[src/rtl/ex_pkg.sv]
// Shared definitions for the execute stage: ALU opcodes, FSM states, widths.
package ex_pkg;

  localparam int EX_DATA_W = 32;
  localparam int EX_ADDR_W = 5;

  localparam logic [3:0] ALU_ADD = 4'd0;
  localparam logic [3:0] ALU_SUB = 4'd1;
  localparam logic [3:0] ALU_AND = 4'd2;
  localparam logic [3:0] ALU_OR  = 4'd3;
  localparam logic [3:0] ALU_XOR = 4'd4;
  localparam logic [3:0] ALU_NOR = 4'd5;
  localparam logic [3:0] ALU_SLT = 4'd6;
  localparam logic [3:0] ALU_SLL = 4'd7;
  localparam logic [3:0] ALU_SRL = 4'd8;
  localparam logic [3:0] ALU_SRA = 4'd9;
  localparam logic [3:0] ALU_MUL = 4'd10;

  typedef enum logic [1:0] {
    IDLE = 2'd0,
    BUSY = 2'd1,
    DONE = 2'd2
  } ex_state_e;

endpackage

[src/rtl/mul_iter.sv]
// Iterative shift-add multiplier: one partial product per cycle, low DATA_W
// bits of a*b available on product once the final step has been taken.
module mul_iter
  import ex_pkg::*;
#(
  parameter int DATA_W    = EX_DATA_W,
  parameter int MUL_ITERS = DATA_W
) (
  input  logic              CLOCK,
  input  logic              RESET_N,
  input  logic              start,
  input  logic              abort,
  input  logic [DATA_W-1:0] a,
  input  logic [DATA_W-1:0] b,
  output logic              busy,
  output logic              done,
  output logic [DATA_W-1:0] product
);

  localparam int CNT_W = $clog2(MUL_ITERS + 1);

  logic [DATA_W-1:0] acc_q;
  logic [DATA_W-1:0] mcand_q;
  logic [DATA_W-1:0] mplier_q;
  logic [CNT_W-1:0]  cnt_q;
  logic              busy_q;
  logic              last_step;

  // done marks the cycle in which the final step is taken, so the caller can
  // schedule its result cycle directly after it.
  assign last_step = busy_q && (cnt_q == CNT_W'(MUL_ITERS - 1));

  // Operand load, per-cycle shift-add step and iteration counter.
  always_ff @(posedge CLOCK or negedge RESET_N) begin
    if (!RESET_N) begin
      acc_q    <= '0;
      mcand_q  <= '0;
      mplier_q <= '0;
      cnt_q    <= '0;
      busy_q   <= 1'b0;
    end else if (abort) begin
      cnt_q  <= '0;
      busy_q <= 1'b0;
    end else if (start) begin
      acc_q    <= '0;
      mcand_q  <= a;
      mplier_q <= b;
      cnt_q    <= '0;
      busy_q   <= 1'b1;
    end else if (busy_q) begin
      if (mplier_q[0]) begin
        acc_q <= acc_q + mcand_q;
      end
      mcand_q  <= mcand_q << 1;
      mplier_q <= mplier_q >> 1;
      if (last_step) begin
        cnt_q  <= '0;
        busy_q <= 1'b0;
      end else begin
        cnt_q <= cnt_q + 1'b1;
      end
    end
  end

  assign busy    = busy_q;
  assign done    = last_step;
  assign product = acc_q;

endmodule

[src/rtl/ex_stage.sv]
// Execute stage: operand select, ALU, branch resolve, destination select and
// the EX/MEM register. MUL runs on an iterative multiplier while the stage
// stalls upstream and feeds bubbles downstream.
module ex_stage
  import ex_pkg::*;
#(
  parameter int DATA_W    = EX_DATA_W,
  parameter int ADDR_W    = EX_ADDR_W,
  parameter int MUL_ITERS = DATA_W
) (
  input  logic              CLOCK,
  input  logic              RESET_N,
  input  logic              Valid_In,
  input  logic              Flush_In,
  input  logic              RegWriteEN_In,
  input  logic              Mem2RegSEL_In,
  input  logic              MemWriteEN_In,
  input  logic              Branch_In,
  input  logic [3:0]        ALUCtrl_In,
  input  logic              ALUSrc_In,
  input  logic              RegDstSEL_In,
  input  logic [DATA_W-1:0] RegData1_In,
  input  logic [DATA_W-1:0] RegData2_In,
  input  logic [DATA_W-1:0] ImmSignExt_In,
  input  logic [ADDR_W-1:0] RTAddr_In,
  input  logic [ADDR_W-1:0] RDAddr_In,
  output logic              Stall_Out,
  output logic              Valid_Out,
  output logic              RegWriteEN_Out,
  output logic              Mem2RegSEL_Out,
  output logic              MemWriteEN_Out,
  output logic              BranchTaken_Out,
  output logic              Zero_Out,
  output logic [DATA_W-1:0] ALUResult_Out,
  output logic [DATA_W-1:0] StoreData_Out,
  output logic [ADDR_W-1:0] WriteAddr_Out
);

  localparam int SHAMT_W = $clog2(DATA_W);

  ex_state_e         state_q;
  ex_state_e         state_d;
  logic [DATA_W-1:0] op_b;
  logic [DATA_W-1:0] alu_res;
  logic [ADDR_W-1:0] wr_addr;
  logic [SHAMT_W-1:0] shamt;
  logic              is_mul;
  logic              issue_mul;
  logic              mul_busy;
  logic              mul_done;
  logic [DATA_W-1:0] mul_product;
  logic              deliver;
  logic [DATA_W-1:0] res_sel;
  logic              res_zero;

  assign op_b    = ALUSrc_In ? ImmSignExt_In : RegData2_In;
  assign wr_addr = RegDstSEL_In ? RDAddr_In : RTAddr_In;
  assign shamt   = RegData1_In[SHAMT_W-1:0];
  assign is_mul  = (ALUCtrl_In == ALU_MUL);

  // A flush in the issue cycle kills the MUL before it ever starts.
  assign issue_mul = (state_q == IDLE) && Valid_In && is_mul && !Flush_In;

  // Stall is gated by reset so upstream is released while RESET_N is low,
  // even if it still presents a MUL.
  assign Stall_Out = RESET_N && !Flush_In && (issue_mul || (state_q == BUSY));

  // Single-cycle ALU; MUL and unused codes yield zero here.
  always_comb begin
    alu_res = '0;
    case (ALUCtrl_In)
      ALU_ADD: alu_res = RegData1_In + op_b;
      ALU_SUB: alu_res = RegData1_In - op_b;
      ALU_AND: alu_res = RegData1_In & op_b;
      ALU_OR:  alu_res = RegData1_In | op_b;
      ALU_XOR: alu_res = RegData1_In ^ op_b;
      ALU_NOR: alu_res = ~(RegData1_In | op_b);
      ALU_SLT: alu_res[0] = ($signed(RegData1_In) < $signed(op_b));
      ALU_SLL: alu_res = op_b << shamt;
      ALU_SRL: alu_res = op_b >> shamt;
      ALU_SRA: alu_res = $unsigned($signed(op_b) >>> shamt);
      default: alu_res = '0;
    endcase
  end

  mul_iter #(
    .DATA_W    (DATA_W),
    .MUL_ITERS (MUL_ITERS)
  ) u_mul (
    .CLOCK   (CLOCK),
    .RESET_N (RESET_N),
    .start   (issue_mul),
    .abort   (Flush_In),
    .a       (RegData1_In),
    .b       (op_b),
    .busy    (mul_busy),
    .done    (mul_done),
    .product (mul_product)
  );

  // FSM state register.
  always_ff @(posedge CLOCK or negedge RESET_N) begin
    if (!RESET_N) begin
      state_q <= IDLE;
    end else begin
      state_q <= state_d;
    end
  end

  // Next-state: issue -> BUSY -> DONE on the final step -> IDLE; flush aborts.
  always_comb begin
    state_d = state_q;
    case (state_q)
      IDLE: if (issue_mul) state_d = BUSY;
      BUSY: begin
        if (!mul_busy) begin
          state_d = IDLE;
        end else if (mul_done) begin
          state_d = DONE;
        end
      end
      DONE:    state_d = IDLE;
      default: state_d = IDLE;
    endcase
    if (Flush_In) begin
      state_d = IDLE;
    end
  end

  // Decide whether this cycle hands a real instruction to EX/MEM, and with
  // which result; everything else becomes a bubble.
  always_comb begin
    deliver = 1'b0;
    res_sel = alu_res;
    if (!Flush_In) begin
      if ((state_q == IDLE) && Valid_In && !is_mul) begin
        deliver = 1'b1;
      end else if (state_q == DONE) begin
        deliver = 1'b1;
        res_sel = mul_product;
      end
    end
  end

  assign res_zero = (res_sel == '0);

  // EX/MEM register; bubbles clear only the side-effecting controls and hold data.
  always_ff @(posedge CLOCK or negedge RESET_N) begin
    if (!RESET_N) begin
      Valid_Out       <= 1'b0;
      RegWriteEN_Out  <= 1'b0;
      Mem2RegSEL_Out  <= 1'b0;
      MemWriteEN_Out  <= 1'b0;
      BranchTaken_Out <= 1'b0;
      Zero_Out        <= 1'b0;
      ALUResult_Out   <= '0;
      StoreData_Out   <= '0;
      WriteAddr_Out   <= '0;
    end else if (deliver) begin
      Valid_Out       <= 1'b1;
      RegWriteEN_Out  <= RegWriteEN_In;
      Mem2RegSEL_Out  <= Mem2RegSEL_In;
      MemWriteEN_Out  <= MemWriteEN_In;
      BranchTaken_Out <= Branch_In && res_zero;
      Zero_Out        <= res_zero;
      ALUResult_Out   <= res_sel;
      StoreData_Out   <= RegData2_In;
      WriteAddr_Out   <= wr_addr;
    end else begin
      Valid_Out       <= 1'b0;
      RegWriteEN_Out  <= 1'b0;
      MemWriteEN_Out  <= 1'b0;
      BranchTaken_Out <= 1'b0;
    end
  end

endmodule

[config.mk]
export PLATFORM = sky130hd
export DESIGN_NAME = ex_stage
export DESIGN_NICKNAME = d
export VERILOG_FILES = /design/src/rtl/ex_pkg.sv /design/src/rtl/mul_iter.sv /design/src/rtl/ex_stage.sv
export SDC_FILE = /design/constraint.sdc
export NUM_CORES = 1
export LEC_CHECK = 0
export ABC_AREA = 1
export CORE_ASPECT_RATIO = 2
export CORE_MARGIN = 1.5
export CORE_UTILIZATION = 50
export DETAILED_ROUTE_END_ITERATION = 7
export HOLD_SLACK_MARGIN = 0.02
export PLACE_DENSITY = 0.71
export RECOVER_POWER = 50
export SYNTH_ARGS = -nofsm -noshare
export SYNTH_HDL_FRONTEND = slang
export SYNTH_HIERARCHICAL = 1
export SYNTH_SLANG_ARGS = --single-unit
export TNS_END_PERCENT = 20
[constraint.sdc]
create_clock -name CLOCK -period 5.4 [get_ports CLOCK]
set_input_delay 1.08 -clock CLOCK [delete_from_list [all_inputs] [get_ports CLOCK]]
set_output_delay 1.08 -clock CLOCK [all_outputs]
set_load 0.05 [all_outputs]
==> impl_metrics.py, run 1 <==
metrics = {
    "grt": {
        "grt_max_degree": 125,
        "grt_pass1_wl_microns": 166000,
        "grt_pass1_vias": 26267,
        "antenna_found_initial": 2,
        "track_usage_pct": 52.3,
        "gr-total-overflow": 0,
    },
    "timing": {
        "final.setup.tns_ns": 0,
        "layout_setup_ws_ns": 0.252,
        "fin_crit_sh_pct": 95.3,
        "period_minus_slack_ns": 5.15,
        "rsz0062_at_grt": "no",
        "relSlewSlack_pct": -109,
        "hold_violations": 0,
        "tightest_slew_ns": 3.14,
        "drv_slew": 130,
        "final-setup-viol-count": 0,
        "max_freq_mhz": 194,
        "skew_ns": 0.0215,
    },
    "synth": {
        "async_reset_ff_share_pct": 100,
        "yosysWarningCount": 6,
        "ys_ff_latch": 180,
        "ys.flop_type": "dfrtp_1",
        "synth_area_leaders": "dfrtp_1 (22%), nand2_1 (21%), nand3_1 (13%)",
        "synth_nets": 3865,
        "yosys.area.top_type": "dfrtp_1",
        "syn_avg_cell_area_sq_um": 5.78,
        "synth_edf_count": 0,
        "synth_cell_type_count": 57,
        "synth_top_area_share_pct": 21.6,
        "synthCells": 3614,
        "syn_area_sq_mm": 0.0209,
        "yosysSeqAreaShare_pct": 21.6,
    },
    "die": {
        "die_area_sq_mm": 0.0431,
        "core_sq_mm": 0.0411,
        "start_util_pct": 50.8,
        "rows": 105,
        "io_pins": 196,
        "die_x_microns": 148,
        "die_y_microns": 292,
    },
    "run_status": {
        "violations": "DRC, capacitance limit, slew limit",
        "run_status": "finished with violations",
    },
    "route": {
        "drc": 2,
        "routed_wl_microns": 108000,
        "wl_per_cell_microns": 25.2,
        "vias": 26482,
        "vias_per_cell": 6.16,
        "first_pass_iters": 8,
        "drt.antenna.violating_nets": 0,
        "initialDrtViolationCount": 2988,
    },
    "clocking": {
        "postCtsHoldBufs": 0,
        "clkLatencyLatePin_ns": 0.50,
        "cts.clk_slew.worst_paths_ns": 0.08,
        "cts_root_buffer": "clkbuf_16",
        "cts.sinks": 180,
        "cts-htree-levels": 4,
        "post_cts_resized": 0,
        "post_cts_buffers": 0,
        "cts_tree": "built",
        "cts_max_path_buffers": 2,
        "cts_buffers": 17,
    },
    "cells_and_area": {
        "multi_input_area_sq_mm": 0.0137,
        "layout_common_cells": "nand2_1 (1,187), nand3_1 (543), inv_1 (491)",
        "area_growth_pct": 14.5,
        "fill_cells": 4181,
        "nets": 3998,
        "final_layout_size_suffix_gt1_share_pct": 5.13,
        "register_area_sq_mm": 0.00450,
        "final_common_cell": "nand2_1",
    },
    "job": {
        "maxCapViolCount": 2,
    },
    "place": {
        "dpl.hpwl_microns": 86500,
        "port_buffers": 195,
        "gp_congestion": 1.16,
        "post-place-ws_ns": 0.373,
    },
    "power": {
        "power_density_mw_per_mm2": 330,
        "peakVddDrop_uv": 212,
        "power.leakage_uw": 0.0129,
    },
    "setup_path": {
        "cp_data_required_time_ns": 5.83,
        "cp.arrival_ns": 5.58,
        "endpoint_kind": "register",
        "crit_path_start_kind": "input pin",
        "crit_type": "input pin to register",
        "crit_fanout": 4,
    },
    "min_path": {
        "hp-class": "register to register",
    },
}
routing by layer:
metal	GRT usage [%]	routed length, microns	share of wire, %	vias to the layer above
li1	-	-	-	11898
met1	49.4	32200	30	12042
met2	83.8	50900	47	1768
met3	17.3	9980	9.2	774
met4	57.6	15300	14	0
met5	0.814	0	0	-
cell usage after synthesis (all sizes together), types with 5 or more instances:
master / number
nand2: 1210
nand3: 557
inv: 507
nor2: 297
o21ai: 218
dfrtp: 180
ha: 128
a21oi: 123
buf: 99
o211ai: 73
clkbuf: 52
nand4: 34
nor3: 21
or2: 18
a31oi: 17
o21bai: 14
nand3b: 8
o22ai: 8
a221oi: 6
a21boi: 5
o21a: 5
power by group:
group          internal, uW  total (uW)  switching (uW)
Sequential             1690        1960             271
Combinational          1340        4550            3210
Clock                   673        1380             712
Total                  3710        7890            4190
critical path, stage by stage:
cell,delay (ns)
clkdlybuf4s50_1,0.40
inv_1,0.28
o21ai_1,0.20
ha_1,0.29
fa_1,0.41
inv_1,0.07
nand2_1,0.06
nand2_1,0.10
nand4_1,0.18
nand2_1,0.21
nand2_1,0.07
nand3_1,0.07
nand3_1,0.42
nor2_1,0.73
nand2_1,0.10
nand2_1,0.15
nand2_1,0.08
nor2_1,0.12
nand2_1,0.06
nor2_1,0.11
nand2_1,0.10
nor2_2,0.11
nand3_2,0.09
nor2_2,0.08
cell families after synthesis:
family                     Yosys count  synth area share (%)
AOI/OAI and AO/OA                  485                  13.5
and+or+nand+nor                   2152                  44.0
buffers and inverters              661                  12.8
adders and majority gates          131                  7.96
xor gates and xnor gates             5                 0.210
DFF                                180                  21.6
registers in the layout (all words and copies together) (netlist names), 2 cells and up:
register,flops
WriteAddr_Out,5
ALUResult_Out,32
u_mul/cnt_q,6
u_mul/product,32
u_mul/mplier_q,32
state_q,2
u_mul/mcand_q,32
StoreData_Out,32
path summary, 6_finish.rpt:
kind                                              start                       endpoint  slack [ns]  cells after the start
max                                      RegData2_In[0]      BranchTaken_Out$_DFF_PN0_        0.25                     24
min                        ALUResult_Out[3]$_DFFE_PN0P_   ALUResult_Out[3]$_DFFE_PN0P_        0.49                      2
max reg2reg                      state_q[1]$_DFFE_PN0P_  u_mul/product[28]$_DFFE_PN0P_        2.57                     12
min reg2reg                ALUResult_Out[3]$_DFFE_PN0P_   ALUResult_Out[3]$_DFFE_PN0P_        0.49                      2
max in group asynchronous                       RESET_N   ALUResult_Out[4]$_DFFE_PN0P_        1.45                      2
min in group asynchronous                       RESET_N  StoreData_Out[12]$_DFFE_PN0P_        0.55                      1
stage by stage:
| stage | cell area [sq um] | utilization [%] | hold WS [ns] | total power (uW) | instances |
|---|---|---|---|---|---|
| after detailed placement | 23300 | 56.7 | 0.473 | 6350 | 4263 |
| after global placement | 23300 | 56.7 | 0.464 | 6260 | 4263 |
| after global routing | 23900 | 58.2 | 0.510 | 8420 | 4296 |
| final | 23900 | 58.2 | 0.487 | 7890 | 4296 |
| after CTS | 23900 | 58.2 | 0.493 | 7740 | 4295 |
| after floorplan | 20900 | - | 0.468 | 4800 | 3614 |
final cells by class:
cell class | instances | share of cell area [%]
inverters | 510 | 8.03
diodes | 1 | 0.0105
well taps | 535 | 2.80
flip-flops and latches | 180 | 18.8
clock buffers | 17 | 1.78
repair buffers | 265 | 10.4
multi-input cells | 2773 | 57.3
clock inverters | 15 | 0.847
Power figures use the tool's default switching activity.
==> inputs of run 2 (changes only) <==
--- a/config.mk
+++ b/config.mk
@@ -11,7 +11,7 @@
 export CORE_UTILIZATION = 50
 export DETAILED_ROUTE_END_ITERATION = 7
 export HOLD_SLACK_MARGIN = 0.02
-export PLACE_DENSITY = 0.71
+export PLACE_DENSITY = 0.76
 export RECOVER_POWER = 50
 export SYNTH_ARGS = -nofsm -noshare
 export SYNTH_HDL_FRONTEND = slang
==> constraint.sdc (replaced) <==
create_clock -name CLOCK -period 4.8 [get_ports CLOCK]
set_input_delay 0.96 -clock CLOCK [delete_from_list [all_inputs] [get_ports CLOCK]]
set_output_delay 0.96 -clock CLOCK [all_outputs]
set_load 0.05 [all_outputs]
==> run 2 against run 1 <==
  * Critical endpoint unchanged
  * First-iteration DRC count fell by 1.1%
  * Via count rose by 2.3%
  * Clock power rose by 14%
  * Critical path depth rose by 1
  * Worst setup slack improved by 0.023 ns
  * Cell area rose by 5.0%
  * Largest power group unchanged
  * Flip-flop and latch count did not move
  * Final cell count rose by 3.7%
  * The run ends with capacitance limit, slew limit left
==> impl_metrics.py, run 2 (same netlist as run 1, synthesis figures left out) <==
metrics = {
    "run_status": {
        "run_status": "finished with violations",
        "violations": "capacitance limit, slew limit",
    },
    "setup_path": {
        "rr_startpoint": "state_q[1]$_DFFE_PN0P_",
        "slowest_stage": "o21ai_1",
        "crit_top_cell": "nand2_1",
        "cp_data_required_time_ns": 5.22,
        "crit_path_start_kind": "input pin",
        "crit_type": "input pin to register",
        "crit_fanout": 5,
        "r2r_cells": 10,
        "r2r-end": "u_mul/product[4]$_DFFE_PN0P_",
        "crit_start": "RegData2_In[0]",
        "crit_path_end": "BranchTaken_Out$_DFF_PN0_",
        "endpoint_kind": "register",
        "cp.arrival_ns": 4.94,
        "max_stage_delay_ns": 0.49,
        "r2r_setup_slack_ns": 2.11,
    },
    "power": {
        "power_density_mw_per_mm2": 366,
        "fin_total_pwr_uw": 9200,
        "peakVddDrop_uv": 283,
        "power.leakage_uw": 0.0137,
    },
    "route": {
        "vias": 27100,
        "initialDrtViolationCount": 2955,
        "wl_per_cell_microns": 25.5,
        "vias_per_cell": 6.08,
        "drc": 0,
        "drt.antenna.violating_nets": 0,
        "first_pass_iters": 8,
        "routed_wl_microns": 113000,
    },
    "clocking": {
        "cts.sinks": 180,
        "cts_root_buffer": "clkbuf_16",
        "cts_tree": "built",
        "postCtsHoldBufs": 0,
        "clkLatencyLatePin_ns": 0.49,
        "cts.clk_slew.worst_paths_ns": 0.08,
        "cts_buffers": 17,
        "cts-htree-levels": 4,
        "cts_max_path_buffers": 2,
    },
    "timing": {
        "hold_violations": 0,
        "fin_crit_sh_pct": 94.3,
        "rsz0062_at_grt": "no",
        "layout_setup_ws_ns": 0.275,
        "tightest_slew_ns": 2.98,
        "drv_slew": 133,
        "max_freq_mhz": 221,
        "skew_ns": 0.0186,
        "final-setup-viol-count": 0,
        "period_minus_slack_ns": 4.53,
        "relSlewSlack_pct": -98.4,
    },
    "cells_and_area": {
        "nets": 4157,
        "final_common_cell": "nand2_1",
        "layout_common_cells": "nand2_1 (1,187), nand3_1 (542), inv_1 (491)",
        "multi_input_area_sq_mm": 0.0137,
        "register_area_sq_mm": 0.00450,
        "fill_cells": 4211,
        "area_growth_pct": 20.3,
        "final_layout_size_suffix_gt1_share_pct": 9.04,
    },
    "die": {
        "core_sq_mm": 0.0411,
        "rows": 105,
        "die_y_microns": 292,
        "die_area_sq_mm": 0.0431,
        "start_util_pct": 50.8,
        "io_pins": 196,
        "die_x_microns": 148,
    },
    "place": {
        "gp_congestion": 1.13,
        "port_buffers": 195,
        "dpl.hpwl_microns": 90800,
        "post-place-ws_ns": -0.00767,
    },
    "grt": {
        "antenna_found_initial": 5,
        "gr-total-overflow": 0,
        "grt_pass1_wl_microns": 171000,
        "grt_max_degree": 113,
        "grt_pass1_vias": 27087,
        "track_usage_pct": 54.4,
    },
    "job": {
        "maxCapViolCount": 3,
    },
    "min_path": {
        "hp-class": "input pin to asynchronous set/reset pin",
    },
}
## run 2: cell types whose count changed in the layout (fill, tap and decap cells not counted), sizes merged
cell           delta
clkinv            -3
clkinvlp          +1
inv               -2
bufinv            +2
buf             +159
clkdlybuf4s50     -1
clkbuf            +2
## run 2: critical path, delay by kind of cell
family	cells	cell delay, ns
buffers and inverters	3	0.73
adder cells (fa/ha/maj)	1	0.31
AO/OA/AOI/OAI	1	0.49
AND/OR/NAND/NOR	20	2.45
## run 2: through the flow
stage | cells | instance area, sq um | utilization [%] | hold slack (ns) | TNS (ns)
2_1_floorplan | 3614 | 20900 | - | 0.468 | 0
3_3_place_gp | 4422 | 24500 | 59.6 | 0.464 | 0
3_5_place_dp | 4422 | 24500 | 59.6 | 0.465 | -0.00767
4_1_cts | 4453 | 25100 | 61.1 | 0.461 | 0
5_1_grt | 4453 | 25100 | 61.1 | 0.484 | 0
6_report | 4454 | 25100 | 61.1 | 0.452 | 0
## run 2: layout make-up
class / count / share of cell area, %
inverter: 510 / 7.65
sequential: 180 / 17.9
clock inverter: 13 / 0.702
multi-input combinational: 2773 / 54.6
antenna: 1 / 0.00996
clock buffer: 18 / 1.71
tap: 535 / 2.66
timing repair buffer: 424 / 14.7
## run 2: worst min-delay path by stage
stage,from,endpoint,slack (ns),cells past startpoint
2_1_floorplan,u_mul/cnt_q[0]$_DFFE_PN0P_,u_mul/cnt_q[0]$_DFFE_PN0P_,0.47,1
3_3_place_gp,StoreData_Out[2]$_DFFE_PN0P_,StoreData_Out[2]$_DFFE_PN0P_,0.46,2
3_5_place_dp,StoreData_Out[2]$_DFFE_PN0P_,StoreData_Out[2]$_DFFE_PN0P_,0.47,2
4_1_cts,RESET_N,StoreData_Out[10]$_DFFE_PN0P_,0.46,1
5_1_grt,RESET_N,StoreData_Out[10]$_DFFE_PN0P_,0.48,1
6_report,RESET_N,StoreData_Out[10]$_DFFE_PN0P_,0.45,1
## run 2: what timing repair did
action / CTS / global route
resized for setup: 0 / 5
setup buffers: 0 / 0
setup endpoints to repair: 0 / 2
## run 2: routing by layer
metal	vias up	track usage, %	part of all wire [%]
met5	-	0.465	0.023
li1	12200	-	-
met1	12322	50.0	30
met3	795	18.4	9.0
met2	1779	86.8	46
met4	4	63.3	15
## run 2: report_power, final
part | total (uW) | internal, uW | switching, uW
sequential | 2260 | 1900 | 360
clock | 1570 | 827 | 742
combinational | 5370 | 1660 | 3710
